`src/rtl/alu_arbiter_pkg.sv`:
```
// rtl/alu_arbiter_pkg.sv - shared ALU control encoding for alu_arbiter
// Purpose: ALU control constants used by the arbiter and its ALU instance.
// Ports: none (package).
package alu_arbiter_pkg;

  localparam logic [2:0] ALU_ADD = 3'd0;
  localparam logic [2:0] ALU_SUB = 3'd1;
  localparam logic [2:0] ALU_OR  = 3'd2;
  localparam logic [2:0] ALU_EQ  = 3'd3;

  // Encodings above ALU_EQ are reserved; the ALU returns 0 for them.
  function automatic logic ctr_invalid(input logic [2:0] ctr);
    return (ctr > ALU_EQ);
  endfunction

endpackage

```
`src/rtl/alu_arbiter_alu.sv`:
```
// rtl/alu_arbiter_alu.sv - combinational ALU shared by the arbiter
// Purpose: add/sub (wrapping), bitwise or, equality compare.
// Ports:
//   i_a, i_b  operands
//   i_ctr     operation select (ALU_ADD/SUB/OR/EQ, others give 0)
//   o_result  result
module alu_arbiter_alu
  import alu_arbiter_pkg::*;
#(
  parameter int DATA_W = 32
) (
  input  logic [DATA_W-1:0] i_a,
  input  logic [DATA_W-1:0] i_b,
  input  logic [2:0]        i_ctr,
  output logic [DATA_W-1:0] o_result
);

  always_comb begin
    o_result = '0;
    case (i_ctr)
      ALU_ADD: o_result = i_a + i_b;
      ALU_SUB: o_result = i_a - i_b;
      ALU_OR:  o_result = i_a | i_b;
      ALU_EQ:  o_result = {{(DATA_W-1){1'b0}}, (i_a == i_b)};
      default: o_result = '0;
    endcase
  end

endmodule

```
`src/rtl/alu_arbiter.sv`:
```
// rtl/alu_arbiter.sv - round-robin sharing of one ALU between two requesters
// Purpose: grants one requester at a time, latches its operands, evaluates
// them in one cycle and holds the tagged result until consumed.
// Ports:
//   clk, reset                 clock, async active-high reset
//   r0_*/r1_*                  requester valid/ready handshake, operands, ctr
//   rsp_valid/rsp_ready        response handshake
//   rsp_id, rsp_data, rsp_err  response owner, result, invalid-ctr flag
//   busy                       FSM not idle
module alu_arbiter
  import alu_arbiter_pkg::*;
#(
  parameter int DATA_W = 32
) (
  input  logic              clk,
  input  logic              reset,
  input  logic              r0_valid,
  output logic              r0_ready,
  input  logic [DATA_W-1:0] r0_a,
  input  logic [DATA_W-1:0] r0_b,
  input  logic [2:0]        r0_ctr,
  input  logic              r1_valid,
  output logic              r1_ready,
  input  logic [DATA_W-1:0] r1_a,
  input  logic [DATA_W-1:0] r1_b,
  input  logic [2:0]        r1_ctr,
  output logic              rsp_valid,
  input  logic              rsp_ready,
  output logic              rsp_id,
  output logic [DATA_W-1:0] rsp_data,
  output logic              rsp_err,
  output logic              busy
);

  typedef enum logic [1:0] {
    ST_IDLE = 2'd0,
    ST_EXEC = 2'd1,
    ST_DONE = 2'd2
  } state_t;

  state_t              r_state;
  state_t              w_next_state;
  logic                r_prio;
  logic [DATA_W-1:0]   r_op_a;
  logic [DATA_W-1:0]   r_op_b;
  logic [2:0]          r_op_ctr;
  logic                r_op_id;
  logic [DATA_W-1:0]   r_rsp_data;
  logic                r_rsp_id;
  logic                r_rsp_err;
  logic                w_grant;
  logic                w_grant_id;
  logic [DATA_W-1:0]   w_alu_result;

  always_ff @(posedge clk or posedge reset) begin
    if (reset) begin
      r_state <= ST_IDLE;
    end else begin
      r_state <= w_next_state;
    end
  end

  // Readies are forced low during reset so nothing can look granted while
  // the state register is being held.
  always_comb begin
    w_next_state = r_state;
    w_grant      = 1'b0;
    w_grant_id   = 1'b0;
    r0_ready     = 1'b0;
    r1_ready     = 1'b0;
    case (r_state)
      ST_IDLE: begin
        if (!reset) begin
          // r0 wins if alone or if it holds priority; otherwise r1 if present.
          if (r0_valid && (!r1_valid || !r_prio)) begin
            r0_ready   = 1'b1;
            w_grant    = 1'b1;
            w_grant_id = 1'b0;
          end else if (r1_valid) begin
            r1_ready   = 1'b1;
            w_grant    = 1'b1;
            w_grant_id = 1'b1;
          end
        end
        if (w_grant) begin
          w_next_state = ST_EXEC;
        end
      end
      ST_EXEC: w_next_state = ST_DONE;
      ST_DONE: begin
        if (rsp_ready) begin
          w_next_state = ST_IDLE;
        end
      end
      default: w_next_state = ST_IDLE;
    endcase
  end

  always_ff @(posedge clk or posedge reset) begin
    if (reset) begin
      r_prio     <= 1'b0;
      r_op_a     <= '0;
      r_op_b     <= '0;
      r_op_ctr   <= '0;
      r_op_id    <= 1'b0;
      r_rsp_data <= '0;
      r_rsp_id   <= 1'b0;
      r_rsp_err  <= 1'b0;
    end else begin
      if (w_grant) begin
        r_op_a   <= w_grant_id ? r1_a   : r0_a;
        r_op_b   <= w_grant_id ? r1_b   : r0_b;
        r_op_ctr <= w_grant_id ? r1_ctr : r0_ctr;
        r_op_id  <= w_grant_id;
        r_prio   <= ~w_grant_id;
      end
      if (r_state == ST_EXEC) begin
        r_rsp_data <= w_alu_result;
        r_rsp_id   <= r_op_id;
        r_rsp_err  <= ctr_invalid(r_op_ctr);
      end
    end
  end

  alu_arbiter_alu #(
    .DATA_W (DATA_W)
  ) u_alu (
    .i_a      (r_op_a),
    .i_b      (r_op_b),
    .i_ctr    (r_op_ctr),
    .o_result (w_alu_result)
  );

  assign rsp_valid = (r_state == ST_DONE);
  assign busy      = (r_state != ST_IDLE);
  assign rsp_data  = r_rsp_data;
  assign rsp_id    = r_rsp_id;
  assign rsp_err   = r_rsp_err;

endmodule
```
`config.mk`:
```
export PLATFORM = sky130hd
export DESIGN_NAME = alu_arbiter
export DESIGN_NICKNAME = d
export VERILOG_FILES = /design/src/rtl/alu_arbiter_pkg.sv /design/src/rtl/alu_arbiter_alu.sv /design/src/rtl/alu_arbiter.sv
export SDC_FILE = /design/constraint.sdc
export NUM_CORES = 1
export LEC_CHECK = 0
export BUFFER_PORTS_ARGS = -buffer_cell sky130_fd_sc_hd__buf_2
export CAP_MARGIN = 20
export CORE_ASPECT_RATIO = 0.9
export CORE_MARGIN = 4
export CORE_UTILIZATION = 45
export CTS_BUF_LIST = sky130_fd_sc_hd__clkbuf_2 sky130_fd_sc_hd__clkbuf_4 sky130_fd_sc_hd__clkbuf_8
export DETAILED_ROUTE_END_ITERATION = 8
export GPL_TIMING_DRIVEN = 0
export PLACE_DENSITY_LB_ADDON = 0.15
export SKIP_CTS_REPAIR_TIMING = 1
export SLEW_MARGIN = 15
export SYNTH_ARGS = -nofsm -noshare
export SYNTH_HDL_FRONTEND = slang
export SYNTH_SLANG_ARGS = --single-unit
```
`constraint.sdc`:
```
create_clock -name clk -period 3.75 [get_ports clk]
set_clock_uncertainty 0.15 [all_clocks]
set_input_delay 0.75 -clock clk [delete_from_list [all_inputs] [get_ports clk]]
set_output_delay 0.75 -clock clk [all_outputs]
set_load 0.02 [all_outputs]
```
-- Word level (Yosys, flattened, before mapping)
Cells that the tools add are included.
- output and inout port bits: 38
- latch bits: 0
- logic and storage cells: 48
- register bits: 105
- bits in read-only memories: 0
- memories: 0
- RAM bits: 0
- bitwise operators: 2
- shift operators: 0
- divide/modulo/power cells: 0
- equality and inequality tests: 8
- order comparisons: 1
- multiply operators: 0
- add/subtract/negate cells: 2
- multiplexer cells: 18
- reduce and logical (&&, ||, !) cells: 8
- operators with widths (kind ; count):
    $pmux W32 S4 ; 1
    $mux W32 ; 2
    $add A32 B32 Y32 ; 1
    $eq A32 B32 Y1 ; 1
    $or A32 B32 Y32 ; 1
    $sub A32 B32 Y32 ; 1
    $mux W1 ; 11
    $eq A3 B2 Y1 const B ; 2
    $pmux W2 S3 ; 1
    $mux W2 ; 2
    $ne A2 B1 Y1 const B ; 2
    $eq A3 B1 Y1 const B ; 1
    $gt A3 B2 Y1 const B ; 1
    $logic_not A3 Y1 ; 1
    $mux W3 ; 1
    $eq A2 B1 Y1 const B ; 1
    $eq A2 B2 Y1 const B ; 1
    $logic_not A1 Y1 ; 2
    $logic_not A2 Y1 ; 1
    $reduce_and A2 Y1 ; 1
    $reduce_bool A2 Y1 ; 1
    $logic_and A1 B1 Y1 ; 1
    $logic_or A1 B1 Y1 ; 1
    $not A1 Y1 ; 1

-- Logic depth before layout (Yosys ltp)
- depth after elaboration: 8
- mapped depth: 14
- gate-level depth less buffers: 14

-- Hierarchy
Synthesis repeated with hierarchy kept, for this count alone.
- cell total of the unflattened synthesis: 1090
- area, all modules: 9290.2 sq um
- by module, submodules not included (module ; sequential area each (sq um) ; cells each ; area each (sq um) ; instances):
    alu_arbiter ; 2627.5 ; 402 ; 4672.0 ; 1
    alu_arbiter_alu ; 0.0 ; 688 ; 4618.2 ; 1

-- Worst setup path before layout
OpenSTA, ideal clock, no wires.
- kind: flip-flop to flip-flop
- from: register r_op_a[1]
- to: register r_rsp_data[29] (netlist: rsp_data[29])
- library setup time: 0.126 ns
- setup slack: 0.562 ns
- buffers on the path: 0
- data arrival time: 2.912 ns
- cell stages (with the launch flop): 13
- required time: 3.474 ns
- path through: dfrtp_1 > inv_1 > ha_1 > o21ba_1 > nor3_1 > o41a_1 > a21oi_2 > o21ai_2 > a2111o_1 > a211o_1 > a21oi_2 > o211ai_1 > a221o_1
- word-level cells in the longest chain between the ends: 2
- elaborated cells on any way between the ends: 3
- RTL lines (element ; RTL line ; text):
    from (decl) ; alu_arbiter.sv:44 ; logic [DATA_W-1:0] r_op_a;
    from (signal assigned) ; alu_arbiter.sv:111 ; r_op_a <= w_grant_id ? r1_a : r0_a;
    $sub A32 B32 Y32 / $add A32 B32 Y32 (equally long branches) ; alu_arbiter_alu.sv:22, alu_arbiter_alu.sv:21 ;
    $pmux W32 S4 (*) ; alu_arbiter_alu.sv:20 ; case (i_ctr)
    to (signal assigned) ; alu_arbiter.sv:118 ; r_rsp_data <= w_alu_result;
    to (decl) ; alu_arbiter.sv:48 ; logic [DATA_W-1:0] r_rsp_data;
Every way passes the cells marked *; elsewhere a longest branch is shown, timed or not.
A chain may end at the register's enable or synchronous reset.

-- Worst setup path in the final report
- from: register r_op_a[2]
- to: register r_rsp_data[30] (netlist: rsp_data[30])
The elaborated chain is that of the path after synthesis.

==> impl_metrics.py <==
metrics = {
    "global_routing": {
        "grt_max_degree": 56,
        "grt-ovfl-total": 0,
        "track_usage": 0.265,
        "antenna_found_initial": 0,
        "grt_pass1_wl_mm": 45.7,
        "grt_pass1_vias": 8123,
    },
    "sta": {
        "setup_slack_ns": 0.126,
        "final.period_utilization": 0.966,
        "slew_headroom": 0.336,
        "fmax_ghz": 0.276,
        "rsz0062_at_grt": "no",
        "hold_viol": 0,
        "worstMarginPinSlew_ns": 0.996,
        "finalSetupViolCount": 0,
        "finalCriticalPeriod_ns": 3.62,
        "slew_violations": 0,
    },
    "floorplanning": {
        "die_h_um": 139,
        "pin_count": 177,
        "start_util": 0.463,
        "rows": 47,
        "dieWidth_um": 154,
        "die_area_mm2": 0.0215,
        "core_mm2": 0.0186,
    },
    "finish": {
        "nNetsFinal": 1455,
        "multi_input_area_mm2": 0.00509,
        "n_fill_cell": 1800,
        "antennaDiodeCount": 0,
        "regArea_mm2": 0.00263,
        "area_growth_pct": 17.0,
        "drive_gt1_frac": 0.199,
    },
    "pwr": {
        "p_total_w": 0.0102,
        "p_per_area_mw_per_mm2": 1010,
        "p_leak_nw": 5.14,
        "ir_worst_vdd_mv": 0.414,
    },
    "synthesis": {
        "synth-edff-count": 0,
        "ys_seq_elements": 105,
        "ys_types": 70,
        "synth-simple-area-share": 0.119,
        "synth_fp_nets": 1265,
        "synthArstFlopShare": 1.00,
        "ys_top_cells_by_area": "dfrtp_1, ha_1, a222oi_1",
        "muxShareOfSynthArea": 0.0104,
        "syn_inst": 1025,
        "yosys.area.top_type": "dfrtp_1",
        "yosysSeqAreaShare": 0.304,
        "synth-compound-area-share": 0.278,
        "synth_area_per_cell_um2": 8.42,
        "synth_fa_ha_area_frac": 0.148,
        "synth_top_family_by_area": "compound AO/OA/AOI/OAI gates",
        "syn_area_mm2": 0.00863,
        "ys_warn_count": 0,
        "ys.flop_type": "dfrtp_1",
        "synth.top_cell.area_share": 0.304,
        "synth-xor-area-share": 0.0284,
    },
    "clock_network": {
        "cts_buffer_depth": 2,
        "clkLatencyLatePin_ns": 0.41,
        "path_clk_slew_ns": 0.12,
        "htreeDepth": 3,
        "tritoncts": "yes",
        "cts-root-buf": "clkbuf_8",
        "cts_sinks": 105,
        "numCtsBuffers": 9,
    },
    "hold_path": {
        "min_path_type": "input pin to asynchronous set/reset pin",
    },
    "critical_path": {
        "path_max_fanout": 8,
        "critical_path_class": "register to register",
        "cp-start-kind": "register",
        "required_ns": 3.87,
        "arrival_ns": 3.75,
        "end_kind": "register",
    },
    "place": {
        "io_buffers": 176,
        "dp_slack_ns": 0.0627,
        "gp_congestion": 0.956,
        "dp_hpwl_mm": 22.2,
    },
    "outcome": {
        "status": "completed",
    },
    "routing": {
        "totalWireLength_mm": 29.0,
        "drc_errors": 0,
        "vias_per_cell": 5.84,
        "ant_nets": 0,
        "vias": 8559,
        "firstDrtPassIters": 8,
        "wl_per_cell_um": 19.8,
        "drt-initial-drc-count": 1127,
    },
    "run": {
        "max_cap_violations": 0,
    },
}
## kinds of logic after synthesis
kind of cell | count (synthesis)
XOR/XNOR | 28
AND/OR/NAND/NOR | 209
flip-flops | 105
adder cells (fa/ha/maj) | 101
buffers and inverters | 238
multiplexers | 9
AO/OA/AOI/OAI | 335
## synth_stat cells, types with 9 or more instances
cell type,count
inv_1,165
dfrtp_1,105
ha_1,99
a21oi_1,78
a222oi_1,67
nor2_1,65
o21ai_0,50
clkbuf_1,47
nand2_1,33
nor3_1,27
xnor2_1,23
a21o_1,14
nor4_1,14
nand3_1,13
nand4_1,13
o21ai_1,13
o21bai_1,12
o22ai_1,11
nor2b_1,10
mux2i_1,9
nand2b_1,9
o31ai_1,9
## critical path: stages (launching register included)
cell and delay, ns:
dfrtp_1 0.43, inv_1 0.06, ha_1 0.28, buf_4 0.16, nor2b_1 0.15, o31a_1 0.26, nor4_1 0.30, o21ai_1 0.20
o31ai_2 0.45, o22ai_1 0.25, a21o_1 0.25, a31oi_1 0.24, xor2_1 0.18, o211ai_1 0.11
## metal layers
metal	vias to the layer above	global-route usage	wire, µm	part of all wire
met2	385	0.404	12600	0.43
met3	41	0.0522	2360	0.081
met5	-	0	0	0
met1	4061	0.388	13500	0.46
li1	4072	-	-	-
met4	0	0.0674	614	0.021
## flip-flops by register name, summed over array words and instances (netlist names)
| name | flops |
|---|---|
| r_op_a | 32 |
| r_op_b | 32 |
| rsp_data | 32 |
| r_op_ctr | 3 |
| r_state | 2 |
| r_op_id | 1 |
| r_prio | 1 |
| rsp_err | 1 |
| rsp_id | 1 |
## power by group
group          total (W)  internal, W  switching, W
clock network   0.000704     0.000258      0.000446
registers        0.00214      0.00164      0.000496
logic            0.00736      0.00279       0.00458
total             0.0102      0.00469       0.00552
## path summary, 6_finish.rpt
| kind | cells after the start | end | startpoint | slack, ns |
|---|---|---|---|---|
| setup reg to reg | 13 | rsp_data[30] | r_op_a[2] | 0.13 |
| setup / recovery | 13 | rsp_data[30] | r_op_a[2] | 0.13 |
| max in group asynchronous | 3 | r_op_b[11] | reset | 2.59 |
| hold reg to reg | 2 | rsp_err | rsp_err | 0.34 |
| min in group clk | 2 | rsp_err | rsp_err | 0.34 |
| hold / removal | 2 | r_state[0] | reset | 0.22 |
## metrics by stage
stage | cell area (µm²) | setup TNS [ns] | utilization | std cells | hold slack [ns]
floorplan | 8630 | 0 | - | 1025 | 0.289
finish | 10100 | 0 | 0.542 | 1465 | 0.219
global placement | 9820 | -131.57 | 0.527 | 1446 | 0.305
global route | 10100 | 0 | 0.542 | 1465 | 0.259
detailed placement | 9850 | 0 | 0.528 | 1447 | 0.313
CTS | 10000 | 0 | 0.538 | 1463 | 0.236
## final cells by class
cell class,instances,area share
timing repair buffer,180,0.0920
multi-input combinational,682,0.504
clock inverter,6,0.00471
sequential,105,0.260
clock buffer,10,0.0130
inverter,170,0.0639
buffer,67,0.0312
tap,245,0.0304
## placed cells by master, fill, tap and decap left out, types with 13 or more instances in the layout
cell,n
o21ai_0,50
a21oi_1,78
xnor2_1,23
nor2_1,65
a21o_1,14
buf_2,183
nand4_1,13
nand3_1,13
nor3_1,27
inv_1,164
a222oi_1,67
clkbuf_1,45
nor4_1,13
nand2_1,33
dfrtp_1,104
ha_1,99
No activity file was read; power rests on OpenSTA's default activity.
